**src/rtl/elm_pkg.sv**
```systemverilog
// Shared ELM constants: class count, default widths, saturation limits and the MAC FSM states.
package elm_pkg;

    localparam int unsigned NUM_CLASSES  = 10;
    localparam int unsigned NUM_HIDDEN   = 32;
    localparam int unsigned ACT_WIDTH    = 8;
    localparam int unsigned WEIGHT_WIDTH = 8;
    localparam int unsigned BIT_LENGTH   = 21;

    localparam logic signed [BIT_LENGTH-1:0] SAT_MAX = {1'b0, {(BIT_LENGTH-1){1'b1}}};
    localparam logic signed [BIT_LENGTH-1:0] SAT_MIN = {1'b1, {(BIT_LENGTH-1){1'b0}}};

    typedef enum logic {
        ACCUM = 1'b0,
        DONE  = 1'b1
    } mac_state_e;

endpackage

```
**src/rtl/mac_lane.sv**
```systemverilog
// One output-layer lane: unsigned activation times signed weight, saturating accumulate
// with a first-beat load so frames need no separate clear cycle.
module mac_lane #(
    parameter int unsigned act_width    = 8,
    parameter int unsigned weight_width = 8,
    parameter int unsigned bit_length   = 21
) (
    input  logic                         clock,
    input  logic                         reset,
    input  logic                         load_en,
    input  logic                         first,
    input  logic [act_width-1:0]         act,
    input  logic [weight_width-1:0]      weight,
    output logic signed [bit_length-1:0] sat_sum_c
);

    localparam int unsigned PROD_W = act_width + weight_width + 1;
    localparam int unsigned EXT_W  = bit_length + 1;
    localparam logic signed [EXT_W-1:0] MAX_EXT = $signed({2'b00, {(bit_length-1){1'b1}}});
    localparam logic signed [EXT_W-1:0] MIN_EXT = $signed({2'b11, {(bit_length-1){1'b0}}});

    logic signed [PROD_W-1:0]     act_s;
    logic signed [PROD_W-1:0]     weight_s;
    logic signed [PROD_W-1:0]     prod;
    logic signed [EXT_W-1:0]      sum_ext;
    logic signed [bit_length-1:0] acc_q;

    assign act_s    = $signed(PROD_W'({1'b0, act}));
    assign weight_s = PROD_W'($signed(weight));
    assign prod     = act_s * weight_s;
    assign sum_ext  = EXT_W'(acc_q) + EXT_W'(prod);

    // Clamp the one-bit-wider sum back into the score range
    always_comb begin
        sat_sum_c = bit_length'(sum_ext);
        if (sum_ext > MAX_EXT) begin
            sat_sum_c = bit_length'(MAX_EXT);
        end else if (sum_ext < MIN_EXT) begin
            sat_sum_c = bit_length'(MIN_EXT);
        end
    end

    always_ff @(posedge clock or negedge reset) begin
        if (!reset) begin
            acc_q <= '0;
        end else if (load_en) begin
            acc_q <= first ? bit_length'(prod) : sat_sum_c;
        end
    end

endmodule

```
**src/rtl/output_layer_mac.sv**
```systemverilog
// ELM output layer: ten parallel MAC lanes over a num_hidden-beat activation stream,
// publishing held saturated scores with a one-cycle result_valid pulse.
module output_layer_mac
    import elm_pkg::*;
#(
    parameter int unsigned num_hidden   = 32,
    parameter int unsigned act_width    = 8,
    parameter int unsigned weight_width = 8,
    parameter int unsigned bit_length   = 21
) (
    input  logic                                  clock,
    input  logic                                  reset,
    input  logic                                  clear,
    input  logic                                  in_valid,
    output logic                                  in_ready,
    input  logic [act_width-1:0]                  act_in,
    input  logic [NUM_CLASSES*weight_width-1:0]   weight_in,
    output logic signed [bit_length-1:0]          out0,
    output logic signed [bit_length-1:0]          out1,
    output logic signed [bit_length-1:0]          out2,
    output logic signed [bit_length-1:0]          out3,
    output logic signed [bit_length-1:0]          out4,
    output logic signed [bit_length-1:0]          out5,
    output logic signed [bit_length-1:0]          out6,
    output logic signed [bit_length-1:0]          out7,
    output logic signed [bit_length-1:0]          out8,
    output logic signed [bit_length-1:0]          out9,
    output logic                                  result_valid
);

    localparam int unsigned CNT_W = $clog2(num_hidden);

    mac_state_e                   state_q;
    mac_state_e                   state_d;
    logic [CNT_W-1:0]             count_q;
    logic                         accept;
    logic                         last_beat;
    logic signed [bit_length-1:0] lane_sum [NUM_CLASSES];
    logic signed [bit_length-1:0] out_q    [NUM_CLASSES];

    // Ready depends only on state and clear so upstream can never form a loop through it
    assign in_ready  = (state_q == ACCUM) && !clear;
    assign accept    = in_valid && in_ready;
    assign last_beat = accept && (count_q == CNT_W'(num_hidden - 1));

    always_ff @(posedge clock or negedge reset) begin
        if (!reset) begin
            state_q <= ACCUM;
        end else begin
            state_q <= state_d;
        end
    end

    always_comb begin
        state_d = state_q;
        case (state_q)
            ACCUM:   if (last_beat) state_d = DONE;
            DONE:    state_d = ACCUM;
            default: state_d = ACCUM;
        endcase
        if (clear) begin
            state_d = ACCUM;
        end
    end

    always_ff @(posedge clock or negedge reset) begin
        if (!reset) begin
            count_q      <= '0;
            result_valid <= 1'b0;
        end else begin
            result_valid <= last_beat;
            if (clear) begin
                count_q <= '0;
            end else if (accept) begin
                count_q <= last_beat ? '0 : count_q + CNT_W'(1);
            end
        end
    end

    for (genvar k = 0; k < NUM_CLASSES; k++) begin : g_lane
        mac_lane #(
            .act_width    (act_width),
            .weight_width (weight_width),
            .bit_length   (bit_length)
        ) u_lane (
            .clock     (clock),
            .reset     (reset),
            .load_en   (accept),
            .first     (count_q == '0),
            .act       (act_in),
            .weight    (weight_in[k*weight_width +: weight_width]),
            .sat_sum_c (lane_sum[k])
        );

        always_ff @(posedge clock or negedge reset) begin
            if (!reset) begin
                out_q[k] <= '0;
            end else if (last_beat) begin
                out_q[k] <= lane_sum[k];
            end
        end
    end

    assign out0 = out_q[0];
    assign out1 = out_q[1];
    assign out2 = out_q[2];
    assign out3 = out_q[3];
    assign out4 = out_q[4];
    assign out5 = out_q[5];
    assign out6 = out_q[6];
    assign out7 = out_q[7];
    assign out8 = out_q[8];
    assign out9 = out_q[9];

endmodule

```
**config.mk**
```make
export PLATFORM = sky130hd
export DESIGN_NAME = output_layer_mac
export DESIGN_NICKNAME = d
export VERILOG_FILES = /design/src/rtl/elm_pkg.sv /design/src/rtl/mac_lane.sv /design/src/rtl/output_layer_mac.sv
export SDC_FILE = /design/constraint.sdc
export NUM_CORES = 2
export LEC_CHECK = 0
export ABC_AREA = 1
export CAP_MARGIN = 20
export CORE_UTILIZATION = 60
export DETAILED_ROUTE_END_ITERATION = 16
export PLACE_DENSITY = 0.8
export SYNTH_ARGS = -nofsm -noshare
export SYNTH_HDL_FRONTEND = slang
export SYNTH_SLANG_ARGS = --single-unit
```
**constraint.sdc**
```tcl
create_clock -name clock -period 2.95 [get_ports clock]
set_clock_uncertainty 0.2 [all_clocks]
set_input_delay 0.59 -clock clock [delete_from_list [all_inputs] [get_ports clock]]
set_output_delay 0.59 -clock clock [all_outputs]
set_load 0.05 [all_outputs]
```
==> run metrics <==
switching power 54.3 mW; Hold Vio Cnt, Final 0; status finished with violations; sequential-to-total area share from yosys stat 18.9%; number of cells on the worst reg-to-reg path 16; clock share of power 6.7%; power density cells 1390 nW/um^2; Final ANT Viol Nets 0; Syn Area/Cell 6.75 um^2; largest net degree at the start of global routing 129; r2r setup slk 30 ps; Synth Warn # 0; Via density 5.53; DR pass1 iterations 8; max incr delay on CP 560 ps; FMAX 157 MHz; Min-Delay Path Class reg2reg; synth unique cells 44; ys async rst share 100%; max_cap viols 0; Crit Path Class in2reg; port bufs 303; CTS Buf Count 53; Final Max Tran Viols 0; syn_nets 9506; remaining global-route overflow 0; initial antenna violation count 23; reg2reg end g_lane[6].u_lane.acc_q[14]; final estimated routing congestion in global placement 0.973; flops & latches, synth 427; Startpoint Class input pin; WL final 210000 um; area leader, netlist nand2_1; CTS tree built; crit path max fanout 8; clk_lat worst skew 670 ps; WHS 277 ps; CTS root buf clkbuf_16; EDFF count, synth 0; Worst-Margin Slew 886 ps; Syn Std Cell Area 56600 um^2; CP endpoint g_lane[9].u_lane.acc_q[10]; share of layout cells above drive strength 1 24.4%; violated checks setup timing; Initial Util 60.6%; CTS Sinks 427; peak supply drop 0.00128 V; setup slack after layout -3420 ps; core area 93300 um^2; Switching Share 49.8%; filler instances 5806; largest cells by area after synthesis nand2_1, dfrtp_1, ha_1, fa_1, inv_1; r2r startpoint g_lane[6].u_lane.acc_q[0]; Die Y 309 um; die footprint 95500 um^2; DPL Wire Length 151000 um; post-synth top area share 18.9%; Top Ports 304; Lkg Pwr 44.9 nW; CP max stage cell fa_1; Layout area overhead 38.4%; H-tree levels 2; post-layout util 83.9%; min Tclk post-route 6370 ps; Starting DRT DRC Count 5141; most frequently used flop master after synthesis dfrtp_1; site row count 112; Comb power frac 85.9%; Crit. End Element register; hold path start out6[5]; Int Pwr 54.8 mW; Final nets 11037; final setup fails 420; Slew HR 40.9%; Reg power frac 7.5%; vias 62119; Die W 309 um; arrival time worst endpoint 6710 ps; crit path from act_in[5]; Routed wire per std cell 18.7 um; # DRC 0; RSZ-0062 raised after global routing yes; GRT Total Usage 41.5%; Post-Synthesis Cells 8381; CP Data Required Time 3300 ps; first-pass GRT wire length 315000 um; Tcrit/Tclk final 216%; vias in the first global route 62631; CTS max path bufs 3; clock-pin slew on the worst setup and hold paths 60 ps
final cells by class:
type                            instances  area (um^2)  area share (%)
Multi-Input combinational cell       6023        42300            54.1
Timing Repair Buffer                 1786        15600            20.0
Sequential cell                       427        10700            13.6
Inverter                             1621         6150            7.85
Tap cell                             1254         1570            2.00
Clock buffer                           62         1440            1.84
Clock inverter                         37          462           0.590
Antenna cell                           20         50.0          0.0639
through the flow:
stage | total power [mW] | setup TNS [ps] | cell area (um^2) | setup WS [ps] | instances
6_report | 109 | -1251080 | 78300 | -3420 | 11230
5_1_grt | 117 | -1354840 | 78300 | -3560 | 11226
4_1_cts | 101 | -1201350 | 75900 | -3030 | 11159
3_5_place_dp | 88.7 | -1622610 | 72000 | -4100 | 10993
3_3_place_gp | 87.3 | -1584790 | 72000 | -4030 | 10993
2_1_floorplan | 53.8 | -1190670 | 58300 | -2910 | 8381
power groups by stage:
| stage | Clock, mW | Combinational, mW | Sequential [mW] |
|---|---|---|---|
| 2_1_floorplan | 0 | 45.9 | 7.82 |
| 3_3_place_gp | 0 | 79.3 | 8.01 |
| 3_5_place_dp | 0 | 80.7 | 8.06 |
| 4_1_cts | 7.30 | 85.9 | 8.04 |
| 5_1_grt | 7.51 | 102 | 8.27 |
| 6_report | 7.29 | 93.7 | 8.16 |
synthesized netlist by cell type, types with 26 or more instances:
master,count
o21ai_1,90
o21a_1,59
clkbuf_1,164
buf_2,32
fa_1,380
nor3_1,38
nand3_1,398
dfrtp_1,427
clkbuf_2,62
inv_1,1604
nor2_1,460
nand4_1,68
xor2_1,158
a21oi_1,377
ha_1,653
o21ai_0,163
o21bai_1,71
nand3b_1,30
nand2_1,2855
nand2_2,26
xnor2_1,74
cell families (layout without fill, tap and decap cells):
group                    Yosys count  count (layout)  share of synthesized area (%)
buffers and inverters           1931            3506                           13.3
XOR/XNOR                         232             232                           3.59
flip-flops                       427             427                           18.9
adder cells (fa/ha/maj)         1033            1033                           27.9
AO/OA/AOI/OAI                    800             800                           7.83
AND/OR/NAND/NOR                 3958            3958                           28.5
other                              0              20                              0
routing by layer:
| metal | GRT usage [%] | vias to the layer above | wire length [um] |
|---|---|---|---|
| li1 | - | 28679 | - |
| met1 | 44.0 | 29298 | 72600 |
| met2 | 72.3 | 2907 | 99900 |
| met3 | 6.31 | 1227 | 14800 |
| met4 | 35.8 | 8 | 22900 |
| met5 | 0 | - | 59 |
worst min-delay path by stage:
stage,end,cells after the start
finish,out6[5],2
global route,out6[5],2
CTS,out6[5],2
detailed placement,out5[0],2
global placement,g_lane[3].u_lane.acc_q[0],2
floorplan,count_q[0],0
worst max-delay path, delay by kind of cell:
family	cells	cell delay [ps]
compound gates	2	290
xor+xnor	1	240
simple gates	16	1610
fa+ha+maj	6	2700
buf+inv	11	1240
layout by cell type (no fill, tap or decap), types with 59 or more instances in the layout:
master	Yosys	layout
nand2_1	2855	2629
inv_1	1604	1525
buf_4	12	1345
ha_1	653	510
dfrtp_1	427	427
nor2_1	460	390
fa_1	380	355
nand3_1	398	343
a21oi_1	377	312
nand2_2	26	216
clkdlybuf4s50_1	0	214
o21ai_0	163	141
ha_4	0	136
xor2_1	158	131
o21ai_1	90	92
inv_2	13	81
nor2_2	17	73
o21bai_1	71	71
buf_12	0	69
nand4_1	68	68
xnor2_1	74	65
clkbuf_16	0	62
o21a_1	59	59
sequential cells by signal, indices dropped and copies added, names as in the netlist:
| name | cells |
|---|---|
| count_q | 5 |
| g_lane.u_lane.acc_q | 210 |
| out0 | 21 |
| out1 | 21 |
| out2 | 21 |
| out3 | 21 |
| out4 | 21 |
| out5 | 21 |
| out6 | 21 |
| out7 | 21 |
| out8 | 21 |
| out9 | 21 |
| result_valid | 1 |
| state_q | 1 |
timing repair:
item                                    CTS  global route
endpoints found under the setup margin  420           420
hold buffers                              1             0
hold endpoints to repair                 49             0
pin swaps                               122           193
buffers inserted                         54            44
gates cloned                             13             9
resized for setup                       412           435
(Power assumes the default switching activity.)
